**src/rtl/pc_sequencer_pkg.sv**
```systemverilog
// Shared CPU definitions for the program-counter sequencer: opcode encoding and
// the default address width.
package pc_sequencer_pkg;

    localparam int unsigned PC_WIDTH = 8;

    typedef enum logic [2:0] {
        OP_HOLD = 3'b000,
        OP_INC  = 3'b001,
        OP_BR   = 3'b010,
        OP_JMP  = 3'b011,
        OP_CALL = 3'b100,
        OP_RET  = 3'b101
    } op_e;

endpackage

```
**src/rtl/pc_sequencer_ret_stack.sv**
```systemverilog
// Return-address LIFO: DEPTH entries of WIDTH bits, occupancy counter SP.
// Storage is not reset; only the occupancy counter is.
module ret_stack #(
    parameter int unsigned WIDTH = 8,
    parameter int unsigned DEPTH = 4
) (
    input  logic                       CLK,
    input  logic                       RST,
    input  logic                       push,
    input  logic                       pop,
    input  logic [WIDTH-1:0]           push_data,
    output logic [WIDTH-1:0]           top_data,
    output logic [$clog2(DEPTH):0]     sp,
    output logic                       full,
    output logic                       empty
);
    localparam int unsigned SPW  = $clog2(DEPTH) + 1;
    localparam int unsigned IDXW = (DEPTH > 1) ? $clog2(DEPTH) : 1;

    logic [WIDTH-1:0] stack_q [DEPTH];
    logic [WIDTH-1:0] stack_d [DEPTH];
    logic [SPW-1:0]   sp_q;
    logic [SPW-1:0]   sp_d;
    logic [SPW-1:0]   sp_m1_s;
    logic             push_ok_s;
    logic             pop_ok_s;

    assign full      = (sp_q == SPW'(DEPTH));
    assign empty     = (sp_q == SPW'(0));
    assign sp        = sp_q;
    assign sp_m1_s   = sp_q - SPW'(1);
    assign top_data  = stack_q[sp_m1_s[IDXW-1:0]];
    // Guard here too so an illegal request can never index past the array.
    assign push_ok_s = push & ~full;
    assign pop_ok_s  = pop & ~empty & ~push;

    // Next stack contents and occupancy.
    always_comb begin
        stack_d = stack_q;
        sp_d    = sp_q;
        if (push_ok_s) begin
            stack_d[sp_q[IDXW-1:0]] = push_data;
            sp_d                    = sp_q + SPW'(1);
        end else if (pop_ok_s) begin
            sp_d = sp_m1_s;
        end else begin
            sp_d = sp_q;
        end
    end

    // Occupancy register.
    always_ff @(posedge CLK or posedge RST) begin
        if (RST) begin
            sp_q <= SPW'(0);
        end else begin
            sp_q <= sp_d;
        end
    end

    // Storage array; a reset edge never writes so contents are simply abandoned.
    always_ff @(posedge CLK) begin
        if (!RST) begin
            stack_q <= stack_d;
        end
    end

endmodule

```
**src/rtl/pc_sequencer.sv**
```systemverilog
// Program-counter sequencer: PC register, next-PC selection, branch adder,
// sticky overflow/underflow flags, with a return stack for CALL/RET.
module pc_sequencer
    import pc_sequencer_pkg::*;
#(
    parameter int unsigned           WIDTH   = PC_WIDTH,
    parameter int unsigned           DEPTH   = 4,
    parameter logic [WIDTH-1:0]      RST_VEC = '0
) (
    input  logic                       CLK,
    input  logic                       RST,
    input  logic                       EN,
    input  logic [2:0]                 OP,
    input  logic                       COND,
    input  logic [WIDTH-1:0]           OFF,
    input  logic [WIDTH-1:0]           TGT,
    output logic [WIDTH-1:0]           PC,
    output logic [$clog2(DEPTH):0]     SP,
    output logic                       OVF,
    output logic                       UNF
);
    logic [WIDTH-1:0] pc_q;
    logic [WIDTH-1:0] pc_d;
    logic             ovf_q;
    logic             ovf_d;
    logic             unf_q;
    logic             unf_d;
    logic [WIDTH-1:0] pc_inc_s;
    logic [WIDTH-1:0] pc_br_s;
    logic [WIDTH-1:0] top_s;
    logic             push_s;
    logic             pop_s;
    logic             full_s;
    logic             empty_s;

    // Offset is two's complement, so an unsigned WIDTH-bit add gives sext() for free.
    assign pc_inc_s = pc_q + WIDTH'(1);
    assign pc_br_s  = pc_inc_s + OFF;

    // Next-PC mux, stack requests and sticky flags.
    always_comb begin
        pc_d   = pc_q;
        ovf_d  = ovf_q;
        unf_d  = unf_q;
        push_s = 1'b0;
        pop_s  = 1'b0;
        if (EN) begin
            case (OP)
                OP_INC:  pc_d = pc_inc_s;
                OP_BR:   pc_d = COND ? pc_br_s : pc_inc_s;
                OP_JMP:  pc_d = TGT;
                OP_CALL: begin
                    if (!full_s) begin
                        push_s = 1'b1;
                        pc_d   = TGT;
                    end else begin
                        ovf_d = 1'b1;
                    end
                end
                OP_RET: begin
                    if (!empty_s) begin
                        pop_s = 1'b1;
                        pc_d  = top_s;
                    end else begin
                        unf_d = 1'b1;
                    end
                end
                default: pc_d = pc_q;
            endcase
        end else begin
            pc_d = pc_q;
        end
    end

    // PC and flag registers.
    always_ff @(posedge CLK or posedge RST) begin
        if (RST) begin
            pc_q  <= RST_VEC;
            ovf_q <= 1'b0;
            unf_q <= 1'b0;
        end else begin
            pc_q  <= pc_d;
            ovf_q <= ovf_d;
            unf_q <= unf_d;
        end
    end

    ret_stack #(
        .WIDTH (WIDTH),
        .DEPTH (DEPTH)
    ) u_ret_stack (
        .CLK       (CLK),
        .RST       (RST),
        .push      (push_s),
        .pop       (pop_s),
        .push_data (pc_inc_s),
        .top_data  (top_s),
        .sp        (SP),
        .full      (full_s),
        .empty     (empty_s)
    );

    assign PC  = pc_q;
    assign OVF = ovf_q;
    assign UNF = unf_q;

endmodule

```
**config.mk**
```make
export PLATFORM = sky130hd
export DESIGN_NAME = pc_sequencer
export DESIGN_NICKNAME = d
export VERILOG_FILES = /design/src/rtl/pc_sequencer_pkg.sv /design/src/rtl/pc_sequencer_ret_stack.sv /design/src/rtl/pc_sequencer.sv
export SDC_FILE = /design/constraint.sdc
export NUM_CORES = 1
export LEC_CHECK = 0
export CAP_MARGIN = 10
export CORE_MARGIN = 5
export CORE_UTILIZATION = 40
export DETAILED_ROUTE_END_ITERATION = 6
export PLACE_DENSITY = 0.65
export SLEW_MARGIN = 30
export SYNTH_ARGS = -nofsm -noshare
export SYNTH_HDL_FRONTEND = slang
export SYNTH_SLANG_ARGS = --single-unit
```
**constraint.sdc**
```tcl
create_clock -name CLK -period 2.93 [get_ports CLK]
set_clock_uncertainty 0.1 [all_clocks]
set_input_delay 0.7325 -clock CLK [delete_from_list [all_inputs] [get_ports CLK]]
set_output_delay 0.7325 -clock CLK [all_outputs]
set_load 0.03 [all_outputs]
```
Word-level counts from Yosys, hierarchy flattened
Index checks and enable logic that the tools add are counted.
{"block": "classes", "add_sub_neg": 4, "multipliers": 0, "div": 0, "magnitude_cmp": 3, "n_eq_ne": 8, "n_shift": 0, "mux": 18, "bitwise_logic": 9, "reduce_logical": 8}
{"cell": "two-way mux 8 bit", "n": 6}
{"cell": "one-hot mux 8 bit (5 select lines)", "n": 1}
{"cell": "bitwise mux 32 bit", "n": 1}
{"cell": "binary-select mux 8 bit (select 2 bit)", "n": 1}
{"cell": "demux 8 bit (select 2 bit)", "n": 1}
{"cell": "equality test 3 bit, second input constant", "n": 3}
{"cell": "adder 8 x 1 -> 8 bit, second input constant", "n": 1}
{"cell": "adder 8 bit", "n": 1}
{"cell": "equality test 3 x 2 -> 1 bit, second input constant", "n": 2}
{"cell": ">= comparator 3 bit, second input constant", "n": 2}
{"cell": "two-way mux 1 bit", "n": 6}
{"cell": "two-way mux 3 bit", "n": 2}
{"cell": "inverter 2 -> 3 bit", "n": 2}
{"cell": "AND reduction 3 bit", "n": 2}
{"cell": "nonzero test 5 bit", "n": 1}
{"cell": "!= test 2 bit, second input constant", "n": 2}
{"cell": "inverter 1 bit", "n": 4}
{"cell": "AND reduction 4 bit", "n": 1}
{"cell": "adder 3 x 1 -> 3 bit, second input constant", "n": 1}
{"cell": "AND 1 bit", "n": 3}
{"cell": "equality test 3 x 1 -> 1 bit, second input constant", "n": 1}
{"cell": "logical NOT 3 bit", "n": 1}
{"cell": "< comparator 3 x 1 -> 1 bit, second input constant", "n": 1}
{"cell": "subtractor 3 x 1 -> 3 bit, second input constant", "n": 1}
{"cell": "3 further kinds", "n": 3}
{"block": "totals", "regBits": 45, "latchBits": 0, "mem_bits_rw": 0, "romBits": 0, "in_bits": 23, "elab_cells": 58, "mem_count": 0}

Longest topological paths before layout
{"block": "logic_depth", "ltp_word": 8, "ltp_mapped": 10}

Cells and area by module
Synthesis repeated with hierarchy kept, for this count alone.
{"block": "hier_totals", "cells_unflattened": 248, "area_unflattened_um2": 2829.0}
{"mod": "ret_stack", "n_inst": 1, "cells_per_inst": 84, "area_each_um2": 1501.4}
{"mod": "pc_sequencer", "n_inst": 1, "cells_per_inst": 164, "area_each_um2": 1327.5}

Worst setup path before layout
OpenSTA, ideal clock, no wires.
{"block": "synth_path", "kind": "reg2reg", "startpoint": "register pc_q[0], in the netlist PC[0]", "endpoint": "register pc_q[7], in the netlist PC[7]", "setup_ns": 0.101, "arrival_ns": 2.537, "t_required_ns": 2.729, "slack_ns": 0.192, "stages_incl_launch_ff": 11, "n_path_buf": 0, "period_less_slack_ns": 2.738, "cell_sequence": "dfrtp_1 ha_1 nand3_1 xor2_1 inv_1 ha_1 nand3_1 o2111ai_1 nand3_1 and4_1 o32ai_1"}
{"block": "synth_between", "elab_chain_cells": 4}
{"item": "start, declared", "line": "pc_sequencer.sv:22", "text": "logic [WIDTH-1:0] pc_q;"}
{"item": "start signal, assigned", "line": "pc_sequencer.sv:82", "text": "pc_q <= pc_d;"}
{"item": "adder 8 x 1 -> 8 bit", "line": "pc_sequencer.sv:37", "text": "assign pc_inc_s = pc_q + WIDTH'(1);"}
{"item": "via pc_inc_s[4]", "line": "pc_sequencer.sv:28", "text": "logic [WIDTH-1:0] pc_inc_s;"}
{"item": "adder 8 bit", "line": "pc_sequencer.sv:38", "text": "assign pc_br_s = pc_inc_s + OFF;"}
{"item": "two-way mux 8 bit", "line": "pc_sequencer.sv:50", "text": "OP_BR: pc_d = COND ? pc_br_s : pc_inc_s;"}
{"item": "one-hot mux 8 bit (5 select lines)", "line": "pc_sequencer.sv:48", "text": "case (OP)"}
The timed path passes the listed nets, and every way through them passes these cells.
A chain may end at the register's enable or synchronous reset.

Worst setup path after layout
{"block": "layout_path", "startpoint": "register pc_q[1], in the netlist PC[1]", "endpoint": "register pc_q[7], in the netlist PC[7]"}
Same word-level chain as after synthesis.

==> results <==
- The die covers between 8000 and 9000 sq um.
- For the final routed database, the setup TNS stands at 0 ps.
- The worst setup path is captured at a register.
- In this run the static leakage power is 1.322 nW.
- The largest total area in the synthesized netlist belongs to sky130_fd_sc_hd__edfxtp_1.
- The share of synthesized area in the top cell type comes to a little over a third.
- The width of the chip is between 90 and 100 um.
- The internal portion of the total power is 1.758 mW.
- The share of total power dissipated in sequential elements is around a third.
- The max capacitance violation total is 0.
- Entering global routing, the biggest net connects 18 pins.
- Counting instances, the worst hold path has a depth of 1.
- In the global route stage, met3 resource usage came out at approximately 4.6%.
- In the routed layout, each cell is associated on average with a via count of roughly 5.9.
- The total detailed-routing wirelength is a little over 7 mm.
- Hold repair after CTS inserted 0 buffers.
- The minimum setup slack in the final design is about 210 ps.
- The congestion estimate from routability-driven global placement came to just under 0.9.
- Counting cells, the worst reg-to-reg path comes to 10.
- For this block, the initial DRC count from the detailed router was 198.
- For this run, the leading register cell type out of synthesis is sky130_fd_sc_hd__edfxtp_1.
- The sink of the worst hold path is UNF$_DFFE_PP0P_.
- The later pin in the worst-skew pair is clocked with a latency of roughly 300 ps.
- The minimum setup slack among reg-to-reg paths is 210 ps.
- In this run the worst path has a maximum fanout of 5.
- The hold violation count in the final report is 0.
- The number of nets handed over by synthesis was 275.
- During synthesis, Yosys emitted a total of 0 warnings.
- Of the cells placed in the final design, the portion with a size suffix greater than 1 is a little under an eighth.
- The smallest clock period supported by the final layout is computed as 2720 ps.
- By area the synthesized netlist is led by sky130_fd_sc_hd__edfxtp_1, sky130_fd_sc_hd__dfrtp_1, sky130_fd_sc_hd__mux4_1.
- The total iterations of the first detailed-routing run is 5.
- The antenna cell count is 0.
- Port buffering added 35 buffers.
- For the worst setup path, the data arrival time is between 2000 and 3000 ps.
- The met2 track demand over resource is between 20% and 30%.
- The flow ran to the end, and the final reports show no timing, DRC or antenna violations.
- The overall die height is 92.10 um.
- The clock network burns approximately 14% of the power.
- In this run the critical register-to-register path is captured at PC[7]$_DFFE_PP0P_.
- The switching power total is about 1.3 mW.
- The average instance in the mapped netlist occupies between 10 and 15 sq um.
- Setup violations remaining at the end of the flow were counted as 0.
- The first global-routing pass estimated between 10 and 15 mm of wire.
- The slew at the pin closest to its max-slew limit is 511.9 ps.
- The maximum root-to-sink buffer count is 2.
- The via count of the first global-routing pass is between 2000 and 2500.
- The floorplan has 30 rows.
- The root buffer cell chosen for the clock tree is sky130_fd_sc_hd__clkbuf_8.
- The proportion of synthesized flip-flops having asynchronous set or reset is between 20% and 30%.
- The switching share of power is between 40% and 50%.
- STA classifies the critical path startpoint as a register.
- The area growth from synthesis to final layout is 25.15%.
- The layer with the highest usage after global routing is met2.
- Once the clock tree was built, the setup fixing pass inserted 0 buffers.
- The critical path start-end classification is reg2reg.
- The most used standard cell by instance count after synthesis is sky130_fd_sc_hd__edfxtp_1.
- The count of antenna-violating nets left after detailed routing is 0.
- The cell area power density is around 900 nW/um^2.
- The number of H-tree levels is 2.
- The cell area after synthesis is approximately 2700 sq um.
- The number of nets in the layout is 329.
- The wire-length estimate of the detail-placed layout is around 5.3 mm.
- The source of the worst register-to-register timing path is PC[1]$_DFFE_PP0P_.
- After synthesis, flip-flops and latches occupy between 40% and 50% of the total area.
- The number of distinct library cells after synthesis is between 50 and 60.
- Synthesis produced between 200 and 250 cells.
- Of the available clock period, the critical path in the final layout requires 92.83%.
- The number of CTS-inserted buffers is 5.
- The source of the worst hold timing path is UNF$_DFFE_PP0P_.
- The met1 global-route usage is 23.90%.
- The clock slew seen by the registers of the worst setup and hold paths is around 100 ps.
- At the placement stage, the worst setup path has a slack of around 49 ps.
- By count the netlist is led by sky130_fd_sc_hd__edfxtp_1, sky130_fd_sc_hd__nor2_1, sky130_fd_sc_hd__nand2_1, sky130_fd_sc_hd__ha_1, sky130_fd_sc_hd__inv_1.
- The number of slew-limit violations in the final report is 0.
- Setup repair after global routing left no endpoint under its margin.
- The post-route DRC violation count is 0.
- The placeable core region is 6681 sq um.
- The worst hold path belongs to the class reg2reg.
- The number of register bits inferred by synthesis is between 40 and 50.
- The filler cells instantiated in the layout total between 600 and 700.
- The number of top-level pins is 36.
- The TritonCTS clock tree is yes.
- The number of enable flip-flop cells after synthesis is 32.
- The highest attainable clock frequency is between 300 and 400 MHz.
- In the final routed layout, each cell accounts on average for roughly 19 um.
- At the worst endpoint, the required time is 3040 ps.
- After global routing the overflow that remains totals 0.
- The clock net in this run drives a total of between 40 and 50 sinks.
- The worst IR drop on VDD is 0.4425 mV.
- The post-route total power is 3.027 mW.
- The fraction of power consumed by combinational cells is between 50% and 60%.
- The worst pin sits at a relative slew slack of between 60% and 70%.
- For this configuration, the core starts out at a cell density of between 40% and 50%.
- In the global route stage, overall resource usage came out at between 10% and 20%.
- The total via count after detailed routing is 2200.
- The initial antenna violation count is 0.
-- worst max-delay path by stage --
stage | startpoint | endpoint | slack (ps)
after global routing | PC[1]$_DFFE_PP0P_ | PC[7]$_DFFE_PP0P_ | 30
after global placement | OFF[0] | PC[6]$_DFFE_PP0P_ | 70
final | PC[1]$_DFFE_PP0P_ | PC[7]$_DFFE_PP0P_ | 210
after CTS | PC[1]$_DFFE_PP0P_ | PC[7]$_DFFE_PP0P_ | 140
after detailed placement | OFF[0] | PC[6]$_DFFE_PP0P_ | 50
after floorplan | PC[0]$_DFFE_PP0P_ | PC[7]$_DFFE_PP0P_ | 190
-- worst max-delay path: stages, from the launching register on --
cell,delay (ps)
sky130_fd_sc_hd__dfrtp_2,460
sky130_fd_sc_hd__ha_1,230
sky130_fd_sc_hd__nand3_1,190
sky130_fd_sc_hd__xor2_1,210
sky130_fd_sc_hd__inv_1,180
sky130_fd_sc_hd__ha_4,340
sky130_fd_sc_hd__nand3_1,90
sky130_fd_sc_hd__o2111ai_1,250
sky130_fd_sc_hd__nand3_1,130
sky130_fd_sc_hd__and4_1,210
sky130_fd_sc_hd__o32ai_1,250
-- sequential cells by signal (all words and copies together) (netlist names) --
register,cells
OVF,1
PC,8
UNF,1
u_ret_stack.sp,3
u_ret_stack.stack_q,32
-- power by group through the flow --
stage                     clock network, mW  registers (mW)  logic (mW)
after global placement                    0           0.960        1.60
after CTS                             0.431           0.950        1.63
final                                 0.424           0.954        1.65
after floorplan                           0            1.10       0.875
after detailed placement                  0           0.964        1.62
after global routing                  0.468           0.967        1.78
-- stage by stage --
| step | utilization (%) | instance area [sq um] | std cells | hold slack (ps) |
|---|---|---|---|---|
| after global placement | 48.84 | 3263 | 364 | 351.6 |
| final | 50.51 | 3374 | 372 | 386.7 |
| after global routing | 50.51 | 3374 | 372 | 412.9 |
| after floorplan | - | 2696 | 237 | 530.1 |
| after CTS | 50.30 | 3361 | 372 | 384.2 |
| after detailed placement | 48.84 | 3263 | 364 | 362.9 |
-- routing by layer --
layer / routed length, um / vias to the layer above / share of wire (%)
li1: - / 1034 / -
met1: 3324 / 1074 / 47
met2: 3162 / 84 / 45
met3: 519 / 8 / 7.3
met4: 71 / 0 / 1.0
met5: 0 / - / 0
-- cells by family (layout without fill, tap and decap cells) --
logic type	count (synthesis)	count (layout)	share of synthesized area, %
adders and majority gates	15	15	7.239
DFF	45	45	47.70
buffers and inverters	25	80	3.898
AOI/OAI and AO/OA	61	61	16.75
xor gates and xnor gates	10	10	3.248
and+or+nand+nor	71	71	12.72
muxes	10	10	8.446
-- timing repair --
item,4_1_cts,5_1_grt
hold endpoints to repair,0,0
setup endpoints to repair,0,2
gates resized for setup,0,2
-- layout by cell type (no fill, tap or decap), types with 3 or more instances in the layout --
cell type                         instances
sky130_fd_sc_hd__and3_1                   6
sky130_fd_sc_hd__nor4_1                   3
sky130_fd_sc_hd__a221oi_1                 4
sky130_fd_sc_hd__mux4_1                   7
sky130_fd_sc_hd__clkdlybuf4s50_1         35
sky130_fd_sc_hd__nand3_1                  6
sky130_fd_sc_hd__dfrtp_1                 12
sky130_fd_sc_hd__and2_1                   3
sky130_fd_sc_hd__nor3_1                   6
sky130_fd_sc_hd__nor2b_1                  3
sky130_fd_sc_hd__nand2_1                 15
sky130_fd_sc_hd__nor2_1                  22
sky130_fd_sc_hd__a32o_1                   3
sky130_fd_sc_hd__a21oi_1                  9
sky130_fd_sc_hd__a31oi_1                  4
sky130_fd_sc_hd__o221ai_1                 4
sky130_fd_sc_hd__buf_4                   22
sky130_fd_sc_hd__a32oi_1                  3
sky130_fd_sc_hd__nand2b_1                 4
sky130_fd_sc_hd__xnor2_1                  3
sky130_fd_sc_hd__o21ai_0                  9
sky130_fd_sc_hd__inv_1                   14
sky130_fd_sc_hd__ha_1                    13
sky130_fd_sc_hd__xor2_1                   7
sky130_fd_sc_hd__clkbuf_8                 5
sky130_fd_sc_hd__edfxtp_1                32
-- layout make-up --
cell class,count,area (sq um),share of cell area [%]
Multi-Input combinational cell,167,1318,39.04
Inverter,15,56.30,1.669
Timing Repair Buffer,57,515.5,15.28
Clock inverter,3,28.78,0.8528
Tap cell,80,100.1,2.966
Clock buffer,5,68.82,2.039
Sequential cell,45,1287,38.15
Note: power is estimated with default switching activity, not from simulation.
